### src/rtl/i2s_wfifo_sequencer_pkg.sv
// i2s_wfifo_sequencer_pkg: sequencer state encoding and round-robin FIFO pick
package i2s_wfifo_sequencer_pkg;
  typedef enum logic [1:0] {S_IDLE, S_GRANT, S_FILL, S_RELEASE} state_e;
  function automatic logic rr_pick(input logic [1:0] ready, input logic last);
    return (&ready) ? ~last : ready[1];
  endfunction
endpackage

### src/rtl/i2s_wfifo_sequencer.sv
// i2s_wfifo_sequencer: grants ping-pong write FIFOs in turn, streams words into them, counts starvation
module i2s_wfifo_sequencer
  import i2s_wfifo_sequencer_pkg::*;
#(
  parameter int DATA_WIDTH = 32,
  parameter int SIZE_WIDTH = 24,
  parameter int CNT_WIDTH  = 32
) (
  input  logic                  clk_i,
  input  logic                  rst_ni,
  input  logic                  enable_i,
  input  logic                  src_flush_i,
  input  logic                  src_valid_i,
  output logic                  src_ready_o,
  input  logic [DATA_WIDTH-1:0] src_data_i,
  input  logic [SIZE_WIDTH-1:0] wfifo_size_i,
  input  logic [1:0]            wfifo_ready_i,
  output logic [1:0]            wfifo_activate_o,
  output logic                  wfifo_strobe_o,
  output logic [DATA_WIDTH-1:0] wfifo_data_o,
  output logic                  busy_o,
  output logic                  active_sel_o,
  output logic [SIZE_WIDTH-1:0] fill_count_o,
  output logic [CNT_WIDTH-1:0]  starve_count_o,
  output logic                  config_err_o
);
  state_e                state_q, state_d;
  logic [1:0]            act_q;
  logic                  sel_q, last_sel_q, primed_q, strobe_q, starve_cond_q;
  logic [DATA_WIDTH-1:0] data_q;
  logic [SIZE_WIDTH-1:0] fill_q, size_q;
  logic [CNT_WIDTH-1:0]  starve_q;
  logic                  start, accept, full, pick, starve_cond;
  assign start       = enable_i && (wfifo_size_i != '0) && (wfifo_ready_i != 2'b00);
  assign full        = fill_q == size_q;
  assign accept      = src_valid_i && src_ready_o;
  assign pick        = rr_pick(wfifo_ready_i, last_sel_q);
  assign starve_cond = enable_i && primed_q && (&wfifo_ready_i);
  always_ff @(posedge clk_i) state_q <= !rst_ni ? S_IDLE : state_d;
  always_comb begin
    state_d = state_q;
    unique case (state_q)
      S_IDLE:  state_d = start ? S_GRANT : S_IDLE;
      S_GRANT: state_d = S_FILL;
      S_FILL:  state_d = (full || !enable_i || (src_flush_i && fill_q != '0)) ? S_RELEASE : S_FILL;
      default: state_d = S_IDLE;
    endcase
  end
  // Ready depends only on registers so the upstream never sees a comb path from its own valid.
  always_comb begin
    src_ready_o      = (state_q == S_FILL) && (fill_q < size_q);
    busy_o           = state_q != S_IDLE;
    config_err_o     = enable_i && (wfifo_size_i == '0);
    wfifo_activate_o = act_q;
    wfifo_strobe_o   = strobe_q;
    wfifo_data_o     = data_q;
    active_sel_o     = sel_q;
    fill_count_o     = fill_q;
    starve_count_o   = starve_q;
  end
  always_ff @(posedge clk_i) begin
    if (!rst_ni) begin
      act_q      <= 2'b00;
      sel_q      <= 1'b0;
      last_sel_q <= 1'b1;
      primed_q   <= 1'b0;
      strobe_q   <= 1'b0;
      data_q     <= '0;
      fill_q     <= '0;
      size_q     <= '0;
    end else begin
      strobe_q <= accept;
      if (accept) begin
        data_q <= src_data_i;
        fill_q <= fill_q + SIZE_WIDTH'(1);
      end
      if (state_q == S_IDLE && start) begin
        act_q  <= {pick, ~pick};
        sel_q  <= pick;
        fill_q <= '0;
        size_q <= wfifo_size_i;
      end
      if (state_q == S_RELEASE) begin
        act_q      <= 2'b00;
        last_sel_q <= sel_q;
        primed_q   <= 1'b1;
      end
    end
  end
  always_ff @(posedge clk_i) begin
    if (!rst_ni) begin
      starve_cond_q <= 1'b0;
      starve_q      <= '0;
    end else begin
      starve_cond_q <= starve_cond;
      if (starve_cond && !starve_cond_q && !(&starve_q)) starve_q <= starve_q + CNT_WIDTH'(1);
    end
  end
endmodule

### config.mk
export PLATFORM = sky130hd
export DESIGN_NAME = i2s_wfifo_sequencer
export DESIGN_NICKNAME = d
export VERILOG_FILES = /design/src/rtl/i2s_wfifo_sequencer_pkg.sv /design/src/rtl/i2s_wfifo_sequencer.sv
export SDC_FILE = /design/constraint.sdc
export NUM_CORES = 1
export LEC_CHECK = 0
export BUFFER_PORTS_ARGS = -buffer_cell sky130_fd_sc_hd__buf_2
export CORE_ASPECT_RATIO = 0.5
export CORE_MARGIN = 2
export CORE_UTILIZATION = 25
export CTS_CLUSTER_DIAMETER = 200
export DETAILED_ROUTE_END_ITERATION = 10
export GPL_TIMING_DRIVEN = 0
export PLACE_DENSITY = 0.54
export SETUP_SLACK_MARGIN = 0.4
export SLEW_MARGIN = 20
export SYNTH_ARGS = -nofsm -noshare
export SYNTH_HDL_FRONTEND = slang
export SYNTH_SLANG_ARGS = --single-unit
### constraint.sdc
create_clock -name clk_i -period 2.8 [get_ports clk_i]
set_input_delay 0 -clock clk_i [delete_from_list [all_inputs] [get_ports clk_i]]
set_output_delay 0 -clock clk_i [all_outputs]
set_load 0.02 [all_outputs]
# Word level (Yosys, flattened, before mapping)
# Index checks and enable logic that the tools add are counted.
dict set report word_totals {
  regBits 121
  inputBits 63
  elab_cells 51
}
dict set report classes {
  order_cmp 1
  n_addsub 2
  reduce_logical 26
  bitwise 3
  n_eq_ne 4
  n_mux 4
}
# operator n
set ops {}
lappend ops {{24-bit nonzero test} 2}
lappend ops {{32-bit by 1-bit adder with 32-bit output, second input constant} 1}
lappend ops {{32-bit AND reduction} 1}
lappend ops {{24-bit by 1-bit adder with 24-bit output, second input constant} 1}
lappend ops {{24-bit equality test} 1}
lappend ops {{24-bit zero test} 1}
lappend ops {{24-bit less-than comparator} 1}
lappend ops {{1-bit logical AND} 11}
lappend ops {{2-bit case mux with 3 select lines} 1}
lappend ops {{2-bit equality test, second input constant} 2}
lappend ops {{2-bit nonzero test} 2}
lappend ops {{2-bit OR reduction} 2}
lappend ops {{1-bit zero test} 3}
lappend ops {{1-bit 2-to-1 mux} 3}
lappend ops {{1-bit NOT} 3}
lappend ops {{2-bit by 1-bit equality test with 1-bit output, second input constant} 1}
lappend ops {{2-bit zero test} 1}
lappend ops {{1-bit logical OR} 2}
lappend ops {{2-bit AND reduction} 1}

# Longest topological paths before layout
dict set report depth {
  ltp_word 5
  ltp_mapped 12
  depth_no_buf 9
}

# Least setup slack after synthesis
# No wires, ideal clock.
dict set report synth_timing {
  path_type {register to register}
  start {register fill_q[9] (netlist: fill_count_o[9])}
  end {register fill_q[23] (netlist: fill_count_o[23])}
  t_required_ns 2.730
  arrival_ns 2.470
  n_path_buf 1
  path_slack_ns 0.260
  synth_period_minus_slack_ns 2.540
  stages_incl_launch_ff 10
  cell_sequence {dfxtp_1 ha_1 a21o_1 a221o_1 a22oi_2 nand4_1 or2_1 clkbuf_1 or4_1 a21oi_1}
}
dict set report synth_via {
  elab_chain_len 3
}
# element line_no
set synth_rtl {}
lappend synth_rtl {{start: declaration} i2s_wfifo_sequencer.sv:31} ;# logic [SIZE_WIDTH-1:0] fill_q, size_q;
lappend synth_rtl {{start signal: assignment} i2s_wfifo_sequencer.sv:75} ;# fill_q <= fill_q + SIZE_WIDTH'(1);
lappend synth_rtl {{24-bit less-than comparator} i2s_wfifo_sequencer.sv:51} ;# src_ready_o = (state_q == S_FILL) && (fill_q < size_q);
lappend synth_rtl {{1-bit logical AND} i2s_wfifo_sequencer.sv:51}
lappend synth_rtl {{1-bit logical AND} i2s_wfifo_sequencer.sv:36} ;# assign accept = src_valid_i && src_ready_o;
# Parallel ways exist; a longest one is shown, timed or not.
# A chain may end at the register's enable or synchronous reset.

# Worst setup path after layout
dict set report layout_timing {
  start {register fill_q[22] (netlist: fill_count_o[22])}
  end {register fill_q[23] (netlist: fill_count_o[23])}
}
# Same word-level chain as after synthesis.

==> metrics.txt <==
Mapped Area=0.00560 mm²; cell with the most instances after synthesis=nand2_1; Worst Hold Slack=0.0186 ns; maxcap violations=0; Filler cells=2199; FF+latch count, synth=121; number of cells on the worst reg-to-reg path=9; Clock Tree Root=clkbuf_16; RSZ-0062 raised after global routing=yes; Worst path slowest cell=or4_4; CP required=3.16 ns; Mapped Cells=709; CTS clk-pin slew, worst paths=0.07 ns; Vias=5805; Critical Path Source Type=flop; worst endpoint data arrival time=2.85 ns; final clock skew=0.0104 ns; final WL=18.5 mm; H-Tree Depth=4; DR vias/cell=4.52; hold_sp=rst_ni; measured slew at the worst slew-check pin=0.661 ns; final non-filler cell total=1283; area share of the largest cell type after synthesis=43.3%; ratio of cells with drive above 1 in the final layout=30.0%; # nets final=1062; Cell variety after synth=46; top fanout value on the critical path=6; setup TNS=0 ns; reg2reg setup slack=0.31 ns; Net Count, Synth=802; vias in the first global route=5474; Power, Total=4580 µW; pwr dens=532 mW/mm²; Final Util=39.5%; hold endpoint=starve_count_o[30]; hpwl dp=12.7 mm; Critical Path, Cell by Cell=ha_1 -> nand2_1 -> nor2_1 -> a2111oi_4 -> nand4_1 -> or2_1 -> buf_8 -> or4_4 -> a21oi_2; GP Congestion=0.787; placed cell count=1165; fmax=0.402 GHz; GRT overflow=0; Tightest Hold Check Type=input port to flop; post-synthesis sequential area ratio=43.3%; clk_lat worst skew=0.44 ns; Post-route DRC=0; Post-DRT Antenna Nets=0; Final Critical Period=2.49 ns; Initial DRC Count=323; Initial Utilization=25.7%; DR WL/cell=14.4 µm; leakage power=0.00345 µW; fin crit share=88.9%; Max rail drop VDD=0.434 mV; GRT Resource Usage Total=15.1%; asr flop ratio synth=0%; total die area=0.0237 mm²; most frequent cells after synthesis=nand2_1, dfxtp_1, a21oi_1, nor2_1, inv_1; reg-to-reg critical path startpoint=fill_count_o[22]; Crit Reg-Reg Endpoint=fill_count_o[23]; Post-synth EDFFs=0; Ports=158; router iterations before antenna repair=4; num rows=38; initial antenna violation count=1; Inserted Clock Buffers=17; Max clock buf depth=2; first-pass GRT wire length=27.9 mm; final setup violation count=0; Rel. slew slack=55.9%; max-slew violations=0; sinks on the clock net=121; status=completed; area leader, netlist=dfxtp_1; Syn Area/Cell=7.90 µm²; worst hold stages=2; yosys warns=0; Synth Flop Type=dfxtp_1; Worst path max stage delay=0.42 ns; Fin. Hold Viols=0; largest net degree at the start of global routing=17; CTS tree=done; core footprint=0.0218 mm²; area delta synth->final=54.0%; synth top area cells=dfxtp_1, nand2_1, a21oi_1; Crit Path Class=flop to flop; PortBufs=156; Die Span X=216 µm; Die Ht=110 µm; Critical Path End Type=flop
layer usage:
metal / share of wire (%) / wire length (µm) / GRT usage, %
met1: 45 / 8390 / 18.4
met2: 49 / 8990 / 25.3
met3: 3.5 / 648 / 4.07
met4: 2.6 / 481 / 6.95
met5: 0 / 0 / 0
power breakdown:
group	internal (µW)	switching (µW)	total, µW
Combinational	273	324	597
Sequential	1770	29.1	1800
Clock	1250	933	2190
Total	3300	1290	4580
what timing repair did:
action,in CTS,in global routing
pin swaps,14,17
hold buffers,61,0
hold endpoints to repair,62,0
buffers inserted,9,11
resized for setup,45,66
cloned,0,4
setup endpoints to repair,58,95
final cells by class:
| type | count | area [µm²] | area share [%] |
|---|---|---|---|
| tap | 300 | 375 | 4.36 |
| antenna | 1 | 2.50 | 0.0290 |
| clock inverter | 15 | 153 | 1.77 |
| sequential | 121 | 2460 | 28.6 |
| multi-input combinational | 515 | 3200 | 37.1 |
| timing repair buffer | 241 | 1630 | 18.9 |
| inverter | 40 | 150 | 1.74 |
| clock buffer | 17 | 425 | 4.94 |
| buffer | 33 | 219 | 2.54 |
cells by family (layout without fill, tap and decap cells):
| logic type | count (synthesis) | in the layout | synth area share (%) |
|---|---|---|---|
| other | 0 | 1 | 0 |
| and+or+nand+nor | 331 | 331 | 27.2 |
| DFF | 121 | 121 | 43.3 |
| muxes | 1 | 1 | 0.179 |
| buffers and inverters | 73 | 346 | 4.98 |
| AOI/OAI and AO/OA | 111 | 111 | 11.1 |
| xor gates and xnor gates | 42 | 42 | 6.57 |
| adders and majority gates | 30 | 30 | 6.71 |
registers in the layout, indices dropped and copies added (netlist names):
| name | count |
|---|---|
| active_sel_o | 1 |
| fill_count_o | 24 |
| last_sel_q | 1 |
| primed_q | 1 |
| size_q | 24 |
| starve_cond_q | 1 |
| starve_count_o | 32 |
| state_q | 2 |
| wfifo_activate_o | 2 |
| wfifo_data_o | 32 |
| wfifo_strobe_o | 1 |
placed cells by master, fill, tap and decap left out, types with 24 or more instances in the layout:
cell type      Yosys  routed
nand2_1          147     141
dfxtp_1          121      98
inv_1             38      37
xnor2_1           35      35
nor2_1            66      66
dlygate4sd3_1      0      61
a21oi_1           76      68
buf_2              4     159
nand4_1           24      24
through the flow:
| stage | setup WS [ns] | cell area (µm²) |
|---|---|---|
| 3_3_place_gp | -0.0724 | 6790 |
| 2_1_floorplan | 0.409 | 5630 |
| 3_5_place_dp | -0.128 | 6790 |
| 4_1_cts | 0.342 | 8210 |
| 6_report | 0.310 | 8620 |
| 5_1_grt | 0.239 | 8620 |
worst max-delay path: cells and delay by family, from the launching register on:
| family | cells | cell delay (ns) |
|---|---|---|
| adder cells (fa/ha/maj) | 1 | 0.32 |
| buffers and inverters | 1 | 0.15 |
| AO/OA/AOI/OAI | 2 | 0.50 |
| flip-flops | 1 | 0.37 |
| AND/OR/NAND/NOR | 5 | 1.08 |
worst max path at each step:
stage                     slack (ns)             start          endpoint  cells after the start
after floorplan                 0.41   fill_count_o[8]  fill_count_o[23]                      9
final                           0.31  fill_count_o[22]  fill_count_o[23]                      9
after CTS                       0.34  fill_count_o[10]  fill_count_o[23]                      9
after global placement         -0.07  fill_count_o[21]  wfifo_data_o[28]                     10
after detailed placement       -0.13  fill_count_o[11]  wfifo_data_o[29]                     10
after global routing            0.24  fill_count_o[23]  fill_count_o[19]                     10
No activity file was read; power rests on OpenSTA's default activity.
